File: config.mk
export PLATFORM = sky130hd
export DESIGN_NAME = io_ram_arbiter_flat
export DESIGN_NICKNAME = d
export VERILOG_FILES = /design/src/rtl/io_ram_pkg.sv /design/src/rtl/io_ram_arbiter_if.sv /design/src/rtl/io_ram_rd_pipe.sv /design/src/rtl/io_ram_arbiter.sv /design/src/flat_wrapper.sv
export SDC_FILE = /design/constraint.sdc
export NUM_CORES = 1
export LEC_CHECK = 0
export CAP_MARGIN = 10
export CORE_AREA = 4 4 116 118
export CTS_CLUSTER_SIZE = 40
export DETAILED_ROUTE_END_ITERATION = 16
export DIE_AREA = 0 0 120 122
export PLACE_DENSITY = 0.81
export SLEW_MARGIN = 20
export SYNTH_ARGS = -nofsm -noshare
export SYNTH_HDL_FRONTEND = slang
export SYNTH_SLANG_ARGS = --single-unit
File: constraint.sdc
create_clock -name clk -period 3 [get_ports clk]
set_input_delay 0.75 -clock clk [delete_from_list [all_inputs] [get_ports clk]]
set_output_delay 0.75 -clock clk [all_outputs]
set_load 0.05 [all_outputs]
File: src/rtl/io_ram_pkg.sv
// Shared types for the io_ram arbiter slice: FSM states, access-size codes, master ids.
// Pure declarations; no timing or backpressure of its own.
package io_ram_pkg;

  typedef enum logic [1:0] {
    IDLE = 2'd0,
    OWN0 = 2'd1,
    OWN1 = 2'd2
  } arb_state_t;

  typedef enum logic [1:0] {
    MEM_WORD = 2'b00,
    MEM_HALF = 2'b01,
    MEM_BYTE = 2'b10
  } mem_ctrl_t;

  typedef logic master_id_t;

  localparam master_id_t M0 = 1'b0;
  localparam master_id_t M1 = 1'b1;

  typedef struct packed {
    logic [31:0] address;
    logic [31:0] wd;
    logic        we;
    logic [1:0]  mem_ctrl;
  } mem_req_t;

endpackage

File: src/rtl/io_ram_arbiter_if.sv
// Bus bundle between the two io_ram masters, the arbiter and the io_ram datapath.
// slave = arbiter side; master = the requesters plus the datapath read return.
interface io_ram_arbiter_if;

  logic        m0_req;
  logic [31:0] m0_addr;
  logic [31:0] m0_wd;
  logic        m0_we;
  logic [1:0]  m0_ctrl;
  logic        m0_gnt;
  logic        m0_rvalid;
  logic [31:0] m0_rdata;

  logic        m1_req;
  logic [31:0] m1_addr;
  logic [31:0] m1_wd;
  logic        m1_we;
  logic [1:0]  m1_ctrl;
  logic        m1_gnt;
  logic        m1_rvalid;
  logic [31:0] m1_rdata;

  logic [31:0] address;
  logic [31:0] wd;
  logic        we;
  logic [1:0]  mem_ctrl;
  logic [31:0] rd;

  modport slave (
    input  m0_req, m0_addr, m0_wd, m0_we, m0_ctrl,
    input  m1_req, m1_addr, m1_wd, m1_we, m1_ctrl,
    input  rd,
    output m0_gnt, m0_rvalid, m0_rdata,
    output m1_gnt, m1_rvalid, m1_rdata,
    output address, wd, we, mem_ctrl
  );

  modport master (
    output m0_req, m0_addr, m0_wd, m0_we, m0_ctrl,
    output m1_req, m1_addr, m1_wd, m1_we, m1_ctrl,
    output rd,
    input  m0_gnt, m0_rvalid, m0_rdata,
    input  m1_gnt, m1_rvalid, m1_rdata,
    input  address, wd, we, mem_ctrl
  );

endinterface

File: src/rtl/io_ram_rd_pipe.sv
// Tags each granted read with its master id and delays {valid, id} by RD_LATENCY cycles.
// Fixed latency, no backpressure: the datapath always returns read data on time.
module io_ram_rd_pipe
  import io_ram_pkg::*;
#(
  parameter int RD_LATENCY = 1
) (
  input  logic       clk,
  input  logic       rst_n,
  input  logic       in_vld,
  input  master_id_t in_id,
  output logic       out_vld,
  output master_id_t out_id
);

  logic [RD_LATENCY-1:0]       vld_q;
  master_id_t [RD_LATENCY-1:0] id_q;

  always_ff @(posedge clk or negedge rst_n) begin
    if (!rst_n) begin
      vld_q <= '0;
      id_q  <= '0;
    end else begin
      vld_q[0] <= in_vld;
      id_q[0]  <= in_id;
      for (int i = RD_LATENCY - 1; i > 0; i--) begin
        vld_q[i] <= vld_q[i-1];
        id_q[i]  <= id_q[i-1];
      end
    end
  end

  assign out_vld = vld_q[RD_LATENCY-1];
  assign out_id  = id_q[RD_LATENCY-1];

endmodule

File: src/rtl/io_ram_arbiter.sv
// Two-master arbiter (CPU data port, UART loader) onto one io_ram port, with burst-limited fairness.
// Grant 1 cycle from IDLE, 0 while owning; read data returns RD_LATENCY cycles after grant.
module io_ram_arbiter
  import io_ram_pkg::*;
#(
  parameter int RD_LATENCY = 1,
  parameter int MAX_BURST  = 8
) (
  input logic              clk,
  input logic              rst_n,
  io_ram_arbiter_if.slave  bus
);

  localparam int CNT_W = $clog2(MAX_BURST + 1);

  arb_state_t       state_q, state_d;
  master_id_t       last_q, last_d;
  logic [CNT_W-1:0] burst_q, burst_d;
  logic             gnt0, gnt1, at_limit;
  mem_req_t         sel;
  logic             rd_push, pipe_vld;
  master_id_t       pipe_id;
  logic             rvalid0, rvalid1;
  logic [31:0]      rdata0_q, rdata1_q;

  assign gnt0     = (state_q == OWN0) && bus.m0_req;
  assign gnt1     = (state_q == OWN1) && bus.m1_req;
  // >= rather than == so a burst that saturated while the other side was quiet still yields.
  assign at_limit = burst_q >= CNT_W'(MAX_BURST - 1);

  always_comb begin
    sel = '0;
    if (gnt0) begin
      sel = '{address: bus.m0_addr, wd: bus.m0_wd, we: bus.m0_we, mem_ctrl: bus.m0_ctrl};
    end else if (gnt1) begin
      sel = '{address: bus.m1_addr, wd: bus.m1_wd, we: bus.m1_we, mem_ctrl: bus.m1_ctrl};
    end
  end

  always_comb begin
    state_d = state_q;
    last_d  = last_q;
    burst_d = burst_q;
    case (state_q)
      IDLE: begin
        if (bus.m0_req && bus.m1_req) state_d = (last_q == M0) ? OWN1 : OWN0;
        else if (bus.m0_req)          state_d = OWN0;
        else if (bus.m1_req)          state_d = OWN1;
      end
      OWN0: begin
        if (!bus.m0_req)                 state_d = bus.m1_req ? OWN1 : IDLE;
        else if (bus.m1_req && at_limit) state_d = OWN1;
      end
      OWN1: begin
        if (!bus.m1_req)                 state_d = bus.m0_req ? OWN0 : IDLE;
        else if (bus.m0_req && at_limit) state_d = OWN0;
      end
      default: state_d = IDLE;
    endcase

    if (state_d == OWN0) last_d = M0;
    else if (state_d == OWN1) last_d = M1;

    if (state_d != state_q) burst_d = '0;
    else if ((gnt0 || gnt1) && (burst_q < CNT_W'(MAX_BURST))) burst_d = burst_q + CNT_W'(1);
  end

  always_ff @(posedge clk or negedge rst_n) begin
    if (!rst_n) begin
      state_q <= IDLE;
      last_q  <= M1;
      burst_q <= '0;
    end else begin
      state_q <= state_d;
      last_q  <= last_d;
      burst_q <= burst_d;
    end
  end

  assign rd_push = (gnt0 && !bus.m0_we) || (gnt1 && !bus.m1_we);

  io_ram_rd_pipe #(.RD_LATENCY(RD_LATENCY)) u_rd_pipe (
    .clk    (clk),
    .rst_n  (rst_n),
    .in_vld (rd_push),
    .in_id  (gnt1 ? M1 : M0),
    .out_vld(pipe_vld),
    .out_id (pipe_id)
  );

  assign rvalid0 = pipe_vld && (pipe_id == M0);
  assign rvalid1 = pipe_vld && (pipe_id == M1);

  // rd is live in the return cycle; the holding registers keep it visible afterwards.
  always_ff @(posedge clk or negedge rst_n) begin
    if (!rst_n) begin
      rdata0_q <= '0;
      rdata1_q <= '0;
    end else begin
      if (rvalid0) rdata0_q <= bus.rd;
      if (rvalid1) rdata1_q <= bus.rd;
    end
  end

  assign bus.m0_gnt    = gnt0;
  assign bus.m1_gnt    = gnt1;
  assign bus.m0_rvalid = rvalid0;
  assign bus.m1_rvalid = rvalid1;
  assign bus.m0_rdata  = rvalid0 ? bus.rd : rdata0_q;
  assign bus.m1_rdata  = rvalid1 ? bus.rd : rdata1_q;
  assign bus.address   = sel.address;
  assign bus.wd        = sel.wd;
  assign bus.we        = sel.we;
  assign bus.mem_ctrl  = sel.mem_ctrl;

endmodule

File: src/flat_wrapper.sv
// flat-port wrapper written by rule: the top's interface ports become plain ports
module io_ram_arbiter_flat import io_ram_pkg::*;
#(
  parameter int RD_LATENCY = 1,
  parameter int MAX_BURST  = 8
)
  (clk, rst_n, bus_m0_req, bus_m0_addr, bus_m0_wd, bus_m0_we, bus_m0_ctrl, bus_m1_req, bus_m1_addr, bus_m1_wd, bus_m1_we, bus_m1_ctrl, bus_rd, bus_m0_gnt, bus_m0_rvalid, bus_m0_rdata, bus_m1_gnt, bus_m1_rvalid, bus_m1_rdata, bus_address, bus_wd, bus_we, bus_mem_ctrl);
  io_ram_arbiter_if bus_i ();
  input logic clk;
  input logic rst_n;
  input wire logic [$bits(bus_i.m0_req)-1:0] bus_m0_req;
  input wire logic [$bits(bus_i.m0_addr)-1:0] bus_m0_addr;
  input wire logic [$bits(bus_i.m0_wd)-1:0] bus_m0_wd;
  input wire logic [$bits(bus_i.m0_we)-1:0] bus_m0_we;
  input wire logic [$bits(bus_i.m0_ctrl)-1:0] bus_m0_ctrl;
  input wire logic [$bits(bus_i.m1_req)-1:0] bus_m1_req;
  input wire logic [$bits(bus_i.m1_addr)-1:0] bus_m1_addr;
  input wire logic [$bits(bus_i.m1_wd)-1:0] bus_m1_wd;
  input wire logic [$bits(bus_i.m1_we)-1:0] bus_m1_we;
  input wire logic [$bits(bus_i.m1_ctrl)-1:0] bus_m1_ctrl;
  input wire logic [$bits(bus_i.rd)-1:0] bus_rd;
  output wire logic [$bits(bus_i.m0_gnt)-1:0] bus_m0_gnt;
  output wire logic [$bits(bus_i.m0_rvalid)-1:0] bus_m0_rvalid;
  output wire logic [$bits(bus_i.m0_rdata)-1:0] bus_m0_rdata;
  output wire logic [$bits(bus_i.m1_gnt)-1:0] bus_m1_gnt;
  output wire logic [$bits(bus_i.m1_rvalid)-1:0] bus_m1_rvalid;
  output wire logic [$bits(bus_i.m1_rdata)-1:0] bus_m1_rdata;
  output wire logic [$bits(bus_i.address)-1:0] bus_address;
  output wire logic [$bits(bus_i.wd)-1:0] bus_wd;
  output wire logic [$bits(bus_i.we)-1:0] bus_we;
  output wire logic [$bits(bus_i.mem_ctrl)-1:0] bus_mem_ctrl;
  assign bus_i.m0_req = bus_m0_req;
  assign bus_i.m0_addr = bus_m0_addr;
  assign bus_i.m0_wd = bus_m0_wd;
  assign bus_i.m0_we = bus_m0_we;
  assign bus_i.m0_ctrl = bus_m0_ctrl;
  assign bus_i.m1_req = bus_m1_req;
  assign bus_i.m1_addr = bus_m1_addr;
  assign bus_i.m1_wd = bus_m1_wd;
  assign bus_i.m1_we = bus_m1_we;
  assign bus_i.m1_ctrl = bus_m1_ctrl;
  assign bus_i.rd = bus_rd;
  assign bus_m0_gnt = bus_i.m0_gnt;
  assign bus_m0_rvalid = bus_i.m0_rvalid;
  assign bus_m0_rdata = bus_i.m0_rdata;
  assign bus_m1_gnt = bus_i.m1_gnt;
  assign bus_m1_rvalid = bus_i.m1_rvalid;
  assign bus_m1_rdata = bus_i.m1_rdata;
  assign bus_address = bus_i.address;
  assign bus_wd = bus_i.wd;
  assign bus_we = bus_i.we;
  assign bus_mem_ctrl = bus_i.mem_ctrl;
  io_ram_arbiter #(.RD_LATENCY(RD_LATENCY), .MAX_BURST(MAX_BURST)) u_core (.clk(clk), .rst_n(rst_n), .bus(bus_i));
endmodule
# Word level (Yosys, flattened, before mapping)
# Cells that the tools add are included.
[totals]
ff_bits = 73
input_bits = 170
out_inout_bits = 135
wordCells = 53
[op_classes]
add_sub_neg = 1
n_lt_le_gt_ge = 2
eq_ne = 5
muxes = 20
n_bitwise = 1
reduce_logical = 17
[op_table]
columns = ["cell", "count"]
rows = [
  ["2-to-1 mux 67 bit", 2],
  ["2-to-1 mux 32 bit", 2],
  ["2-to-1 mux 2 bit", 9],
  ["logical AND 1 bit", 10],
  ["2-to-1 mux 4 bit", 2],
  ["case mux 2 bit (3 select lines)", 1],
  ["adder 4 x 1 -> 4 bit, second input constant", 1],
  ["equality test 2 x 1 -> 1 bit, second input constant", 2],
  ["equality test 2 bit, second input constant", 2],
  ["greater-or-equal comparator 4 x 3 -> 1 bit, second input constant", 1],
  ["< comparator 4 bit, second input constant", 1],
  ["2-to-1 mux 1 bit", 4],
  ["nonzero test 2 bit", 2],
  ["logical NOT 1 bit", 2],
  ["logical NOT 2 bit", 1],
  ["logical OR 1 bit", 2],
  ["inequality test 2 bit", 1],
  ["NOT 1 bit", 1],
]

# Logic depth before layout (Yosys ltp)
# Gate-level depths: netlist of run 1.
[logic_depth]
ltp_word = 8
ltp_mapped = 7
mapped_depth_nobuf = 7

# Modules after synthesis
# A second synthesis of run 1 with hierarchy kept.
[hier_totals]
hier_cells = 267
area_unflattened_um2 = 3533.4
[modules_own_cells]
columns = ["mod", "instances", "cells_per_inst", "area_each_um2", "seq_area_each_um2"]
rows = [
  ["io_ram_arbiter", 1, 265, 3483.3, 1778.0],
  ["io_ram_rd_pipe", 1, 2, 50.0, 50.0],
]

# Worst setup path before layout of run 1
# No wires, ideal clock.
[synth_path]
path_kind = "input to output"
startpoint = "in bus_m0_req"
endpoint = "out bus_address[22]"
arrival_time_ns = 1.772
t_required_ns = 2.250
setup_slack_ns = 0.478
stages = 4
path_buffers = 1
cell_sequence = "nand3b_4 -> inv_2 -> buf_2 -> a22o_1"
[synth_between]
elab_chain_cells = 2
[synth_lines]
columns = ["item", "line", "text"]
rows = [
  ["start, declared", "flat_wrapper.sv:11", "input wire logic [$bits(bus_i.m0_req)-1:0] bus_m0_req;"],
  ["logical AND 1 bit", "io_ram_arbiter.sv:26", "assign gnt0 = (state_q == OWN0) && bus.m0_req;"],
  ["named net bus_m0_gnt", "flat_wrapper.sv:22", "output wire logic [$bits(bus_i.m0_gnt)-1:0] bus_m0_gnt;"],
  ["2-to-1 mux 67 bit", "io_ram_arbiter.sv:33", "if (gnt0) begin"],
  ["end, declared", "flat_wrapper.sv:28", "output wire logic [$bits(bus_i.address)-1:0] bus_address;"],
]
# The timed path passes the listed nets, and every way through them passes these cells.

# Worst setup path after layout of run 1
[layout_path]
startpoint = "in bus_m1_req"
endpoint = "out bus_wd[3]"
[layout_between]
elab_chain_cells = 3
[layout_lines]
columns = ["item", "line", "text"]
rows = [
  ["start, declared", "flat_wrapper.sv:16", "input wire logic [$bits(bus_i.m1_req)-1:0] bus_m1_req;"],
  ["logical AND 1 bit", "io_ram_arbiter.sv:27", "assign gnt1 = (state_q == OWN1) && bus.m1_req;"],
  ["2-to-1 mux 67 bit", "io_ram_arbiter.sv:35", "end else if (gnt1) begin"],
  ["2-to-1 mux 67 bit", "io_ram_arbiter.sv:33", ""],
  ["end, declared", "flat_wrapper.sv:29", "output wire logic [$bits(bus_i.wd)-1:0] bus_wd;"],
]
# Every way passes these cells.

==> flow_summary.ini, run 1 <==
[placement]
detailedPlace.worstSlack_ns = 0.0469
gp_congestion = 0.883
dpl.hpwl_mm = 12.7
io_buffers = 304
place_area_sq_um = 7750
place_inst = 731

[run]
drv_cap = 0

[routing]
wl_mm = 15.2
ant_nets = 0
wl_per_cell_um = 20.3
drt-initial-drc-count = 188
routed-via-count = 3588
firstDrtPassIters = 4
viasPerCell = 4.80
drc = 0

[timing]
final.setup.tns_ns = 0
fmax_mhz = 341
worstMarginPinSlew_ns = 0.787
finClkSkew_ns = 0.00483
drv_slew = 0
slew_headroom = 0.475
fin_crit_ns = 2.93
worst_slack_ns = 0.0683
rsz0062_at_grt = false
finalHoldViolations = 0
post-route-period-util = 0.977
finalSetupViolCount = 0

[clock_tree]
root_buffer = clkbuf_16
cts_buffer_depth = 2
cts_sinks = 73
clk_pin_slew_ns = 0.05
tritoncts = done
htree_levels = 3
cts_inserted_buffers = 9
insertion_delay_ns = 0.32

[min_path]
holdPathEnd = u_core.rdata0_q[13]
hold_depth = 1
min_from = u_core.rdata0_q[13]
hp-class = reg -> reg

[floorplanning]
die_h_um = 122
start_util = 0.287
die_x_um = 120
num_rows = 41
ioPinCount = 305
dieArea_sq_um = 14600
core_sq_um = 12500

[critical_path]
crit_path_cell_trace = clkdlybuf4s50_1 > nand3b_4 > inv_4 > buf_12 > a22o_1 > buf_12
reg2reg_to = u_core.last_q
start_kind = input pin
end_kind = output pin
crit_type = in -> out
cp_num_buf_inv = 4
cp_max_fo = 23
reg2reg_depth = 7
cpMostUsedCell = buf_12
crit-reg2reg-launch = u_core.burst_q[0]
cp.required_ns = 2.25
arrival_ns = 2.18
regToRegSetupSlack_ns = 0.96
crit_slowest_cell = clkdlybuf4s50_1
slowest_delay_ns = 0.54
path_delay_family = buffers and inverters

[run_status]
outcome = complete, no violations

[power_and_ir_drop]
leakage_nw = 3.44
clockPowerShare = 0.149
powerDensity_nw_per_um2 = 815
p_switching_mw = 2.85
ir_worst_vdd_mv = 0.405
swShare = 0.435
power_frac_comb = 0.629
internal-power_mw = 3.71
sequentialPowerShare = 0.222

[synthesis]
syn_inst = 268
ys_warn_count = 0
synth-seq-cells = 73
synthesis.area_sq_um = 3570
synth_cell_types = 32
avgSynthCellArea_sq_um = 13.3
syn_nets = 440
ys_seq_area_frac = 0.512

[cells_and_area]
post-route-cell-area_sq_um = 8050
layout.cells.non_filler = 748
fin_nets = 742
syn_to_final_growth_pct = 125
drive_above_1_share = 0.412

[grt]
grt_pass1_vias = 3981
antenna_found_initial = 1
grt_pass1_wl_mm = 22.2
grt-ovfl-total = 0
grt_use_met1 = 0.214
track_usage = 0.196
use_met2 = 0.360
grt_start_max_net_pins = 45
grt.busiest_layer = met2
grtUsageMet3 = 0.0548
## Yosys cell counts
master	number	area [sq um]
buf_6	5	56.3
mux2_2	64	721
nand2_1	3	11.3
a21oi_1	2	10.0
a21o_1	2	15.0
mux2i_1	3	30.0
xnor2_1	1	8.76
buf_2	17	85.1
inv_1	5	18.8
o2111ai_1	1	8.76
dfrtp_1	72	1800
nor2_1	4	15.0
a221oi_1	1	8.76
o211ai_1	1	7.51
a21oi_2	1	8.76
o21ai_0	1	5.00
ha_1	2	25.0
buf_4	1	7.51
dfstp_2	1	26.3
a211oi_1	1	7.51
nor3_1	1	5.00
inv_2	2	7.51
and3_1	1	6.26
nor2b_1	1	6.26
nor4_1	1	6.26
xor2_1	1	8.76
nor3_2	1	10.0
nand3_1	1	5.00
nand3b_4	2	40.0
o22ai_1	1	6.26
a22o_1	67	587
o31ai_1	1	7.51
## worst reg2reg max path, stage by stage, from the launching register on
cell	delay [ns]
dfrtp_1	0.41
ha_1	0.23
a21o_1	0.24
mux2i_1	0.16
o31ai_1	0.09
a221oi_1	0.39
ha_1	0.32
mux2i_1	0.15
## kinds of logic after synthesis
kind of cell | Yosys count | share of synthesized area
AO/OA/AOI/OAI | 79 | 0.188
flip-flops | 73 | 0.512
multiplexers | 67 | 0.210
buffers and inverters | 30 | 0.0490
AND/OR/NAND/NOR | 15 | 0.0294
XOR/XNOR | 2 | 0.00490
adder cells (fa/ha/maj) | 2 | 0.00700
## cell type report
type                    instances  area (sq um)
inverters                       7          28.8
diodes                          1          2.50
multi-input cells             165          1590
well taps                     172           215
flip-flops and latches         73          1830
repair buffers                314          4100
fillers                       915          4420
clock inverters                 5          38.8
clock buffers                  11           243
## cell usage in the layout (no fill, tap or decap), types with 2 or more instances in the layout
cell,count
nand3b_4,2
a21oi_1,2
clkbuf_16,9
inv_1,5
buf_12,106
a21o_1,2
mux2_2,64
a22o_1,63
nor2_1,4
buf_4,39
ha_1,2
dfrtp_1,72
mux2i_1,3
clkdlybuf4s50_1,168
nand2_1,3
clkinv_4,2
a22o_2,3
## worst max path at each step
stage | startpoint | to | slack (ns) | depth (start not counted)
finish | bus_m1_req | bus_wd[3] | 0.07 | 6
global placement | bus_m1_req | bus_wd[5] | 0.07 | 6
CTS | bus_m1_req | bus_wd[7] | 0.03 | 6
global route | bus_m0_req | bus_address[11] | 0.02 | 6
floorplan | bus_m0_req | bus_address[22] | 0.48 | 4
detailed placement | bus_m1_req | bus_wd[7] | 0.05 | 6
## flip-flops by register name (all words and copies together) (netlist names)
| name | count |
|---|---|
| u_core.burst_q | 4 |
| u_core.last_q | 1 |
| u_core.rdata0_q | 32 |
| u_core.rdata1_q | 32 |
| u_core.state_q | 2 |
| u_core.u_rd_pipe.out_id | 1 |
| u_core.u_rd_pipe.out_vld | 1 |
## through the flow
stage / total power, mW / util / hold slack, ns
global placement: 5.54 / 0.622 / 0.481
CTS: 6.64 / 0.644 / 0.500
finish: 6.56 / 0.646 / 0.498
global route: 6.81 / 0.646 / 0.514
floorplan: 3.73 / - / 0.454
detailed placement: 5.63 / 0.622 / 0.487
## per-layer routing
metal,routed length (um),share of wire
met2,8310,0.55
met1,5250,0.35
met3,1220,0.081
met4,409,0.027
met5,0,0
## power by group through the flow
stage	clock (mW)	sequential, mW	combinational [mW]
floorplan	0	1.43	2.30
global placement	0	1.45	4.09
detailed placement	0	1.47	4.15
CTS	1.02	1.46	4.16
global route	1.06	1.49	4.27
finish	0.977	1.46	4.13
## repair_timing
item	4_1_cts	5_1_grt
setup endpoints to repair	0	9
buffers inserted	0	0
gates resized for setup	0	5
hold buffers	0	0
Note: power is estimated with default switching activity, not from simulation.
==> inputs of run 2 (changes only) <==
--- a/config.mk
+++ b/config.mk
@@ -6,11 +6,12 @@
 export NUM_CORES = 1
 export LEC_CHECK = 0
 export CAP_MARGIN = 10
-export CORE_AREA = 4 4 116 118
+export CORE_AREA = 4 4 118 120
 export CTS_CLUSTER_SIZE = 40
 export DETAILED_ROUTE_END_ITERATION = 16
-export DIE_AREA = 0 0 120 122
-export PLACE_DENSITY = 0.81
+export DIE_AREA = 0 0 122 124
+export DONT_BUFFER_PORTS = 1
+export PLACE_DENSITY = 0.48
 export SLEW_MARGIN = 20
 export SYNTH_ARGS = -nofsm -noshare
 export SYNTH_HDL_FRONTEND = slang
==> run 2 against run 1 <==
Against the previous run:
- total power is 16% lower
- fmax is 8.0% higher
- cell count down 31%
- largest power group unchanged
- first-iteration DRC count is 29% lower
- die area up 3.3%
- via count down 27%
- clock power increased by 28%
- flip-flop and latch count unchanged
- worst hold slack lost 0.39 ns
==> flow_summary.ini, run 2 (synthesized netlist as in run 1, its figures left out) <==
[clock_tree]
post_cts_resized = 0
cts_buffer_depth = 2
clk_pin_slew_ns = 0.07
holdBufCountCts = 0
tritoncts = done
root_buffer = clkbuf_16
insertion_delay_ns = 0.33
htree_levels = 3
postCtsSetupBuffers = 0
cts_sinks = 73
cts_inserted_buffers = 9

[cells_and_area]
drive_above_1_share = 0.485
layout.cells.non_filler = 516
post-route-cell-area_sq_um = 5430
final_util = 0.418
final_common_cell = dfrtp_1
fin_nets = 503
syn_to_final_growth_pct = 51.9
reg_top3 = u_core.rdata0_q x32, u_core.rdata1_q x32, u_core.burst_q x4
most-common-layout-cells = dfrtp_1 (72), buf_12 (68), a22o_1 (67)

[critical_path]
end_kind = output pin
endpoint = bus_wd[21]
start_kind = register
crit_cells = 5
arrival_ns = 1.96
crit-reg2reg-launch = u_core.burst_q[0]
cpMostUsedCell = buf_12
reg2reg_depth = 7
cp_num_buf_inv = 3
crit_path_start = u_core.state_q[1]
path_delay_family = buffers and inverters
reg2reg_to = u_core.last_q
crit_path_cell_trace = nand3b_4 > inv_2 > buf_12 > a22o_1 > buf_12
cp.required_ns = 2.25
regToRegSetupSlack_ns = 0.98
crit_slowest_cell = dfrtp_1
slowest_delay_ns = 0.49
cp_max_fo = 68
crit_type = reg -> out

[placement]
detailedPlace.worstSlack_ns = 0.489
io_buffers = 0
place_area_sq_um = 5070
place_inst = 496
dpl.hpwl_mm = 11.3
gp_congestion = 0.846

[grt]
grt_pass1_vias = 2803
antenna_found_initial = 3
grt_pass1_wl_mm = 18.3
grt-ovfl-total = 0
track_usage = 0.169
grt_start_max_net_pins = 74

[floorplanning]
ioPinCount = 305
dieArea_sq_um = 15100
num_rows = 42
core_sq_um = 13000
die_x_um = 122
die_h_um = 124
start_util = 0.275

[routing]
routed-via-count = 2620
viasPerCell = 5.08
ant_nets = 0
wl_mm = 13.6
drt-initial-drc-count = 134
firstDrtPassIters = 4
drc = 0
wl_per_cell_um = 26.3

[timing]
worst_slack_ns = 0.286
final.setup.tns_ns = 0
slew_headroom = 0.695
finalHoldViolations = 0
drv_slew = 0
fmax_mhz = 369
rsz0062_at_grt = false
finalSetupViolCount = 0
worstMarginPinSlew_ns = 0.457
post-route-period-util = 0.905
finClkSkew_ns = 0.00613
fin_crit_ns = 2.71

[run_status]
outcome = complete, no violations

[power_and_ir_drop]
ir_worst_vdd_mv = 0.459
leakage_nw = 2.30
powerDensity_nw_per_um2 = 1010

[min_path]
hp-class = in -> async

[run]
drv_cap = 0
[run 2: cell types whose count changed in the layout (fill, tap and decap cells not counted), moves of 3 or more]
cell             change
a22o_2               -3
bufinv_16            +3
diode_2              +3
clkdlybuf4s50_1    -168
buf_12              -38
buf_4               -32
a22o_1               +4
[run 2: how the worst min path moves through the flow]
stage,startpoint,end,slack [ns]
final,rst_n,u_core.rdata0_q[18],0.11
after global routing,rst_n,u_core.rdata1_q[1],0.09
after CTS,rst_n,u_core.rdata1_q[18],0.09
after detailed placement,rst_n,u_core.rdata1_q[4],0.46
after global placement,rst_n,u_core.rdata1_q[4],0.46
after floorplan,rst_n,u_core.burst_q[0],0.45
[run 2: report_power, final]
group          total (mW)  leakage, nW  switching [mW]  internal (mW)
Clock                1.25        0.171           0.427          0.821
Combinational        2.80         1.26            2.09          0.712
Sequential           1.46        0.870           0.104           1.35
Total                5.50         2.30            2.62           2.89
[run 2: through the flow]
stage | hold WS (ns) | power (mW)
global placement | 0.456 | 4.25
CTS | 0.0908 | 5.57
detailed placement | 0.456 | 4.29
finish | 0.112 | 5.50
global route | 0.0911 | 5.70
floorplan | 0.454 | 3.73
[run 2: layout make-up]
| type | count | area, sq um |
|---|---|---|
| Inverter | 7 | 26.3 |
| Sequential cell | 73 | 1830 |
| Antenna cell | 4 | 10.0 |
| Timing Repair Buffer | 75 | 1410 |
| Clock buffer | 9 | 225 |
| Clock inverter | 7 | 125 |
| Multi-Input combinational cell | 165 | 1580 |
| Fill cell | 1201 | 7550 |
| Tap cell | 176 | 220 |
[run 2: layer usage]
metal,part of all wire,global-route usage,up-vias
met2,0.52,0.282,177
li1,-,-,1151
met3,0.12,0.0654,14
met4,0.014,0.0595,2
met5,0.00096,0,-
met1,0.35,0.200,1276
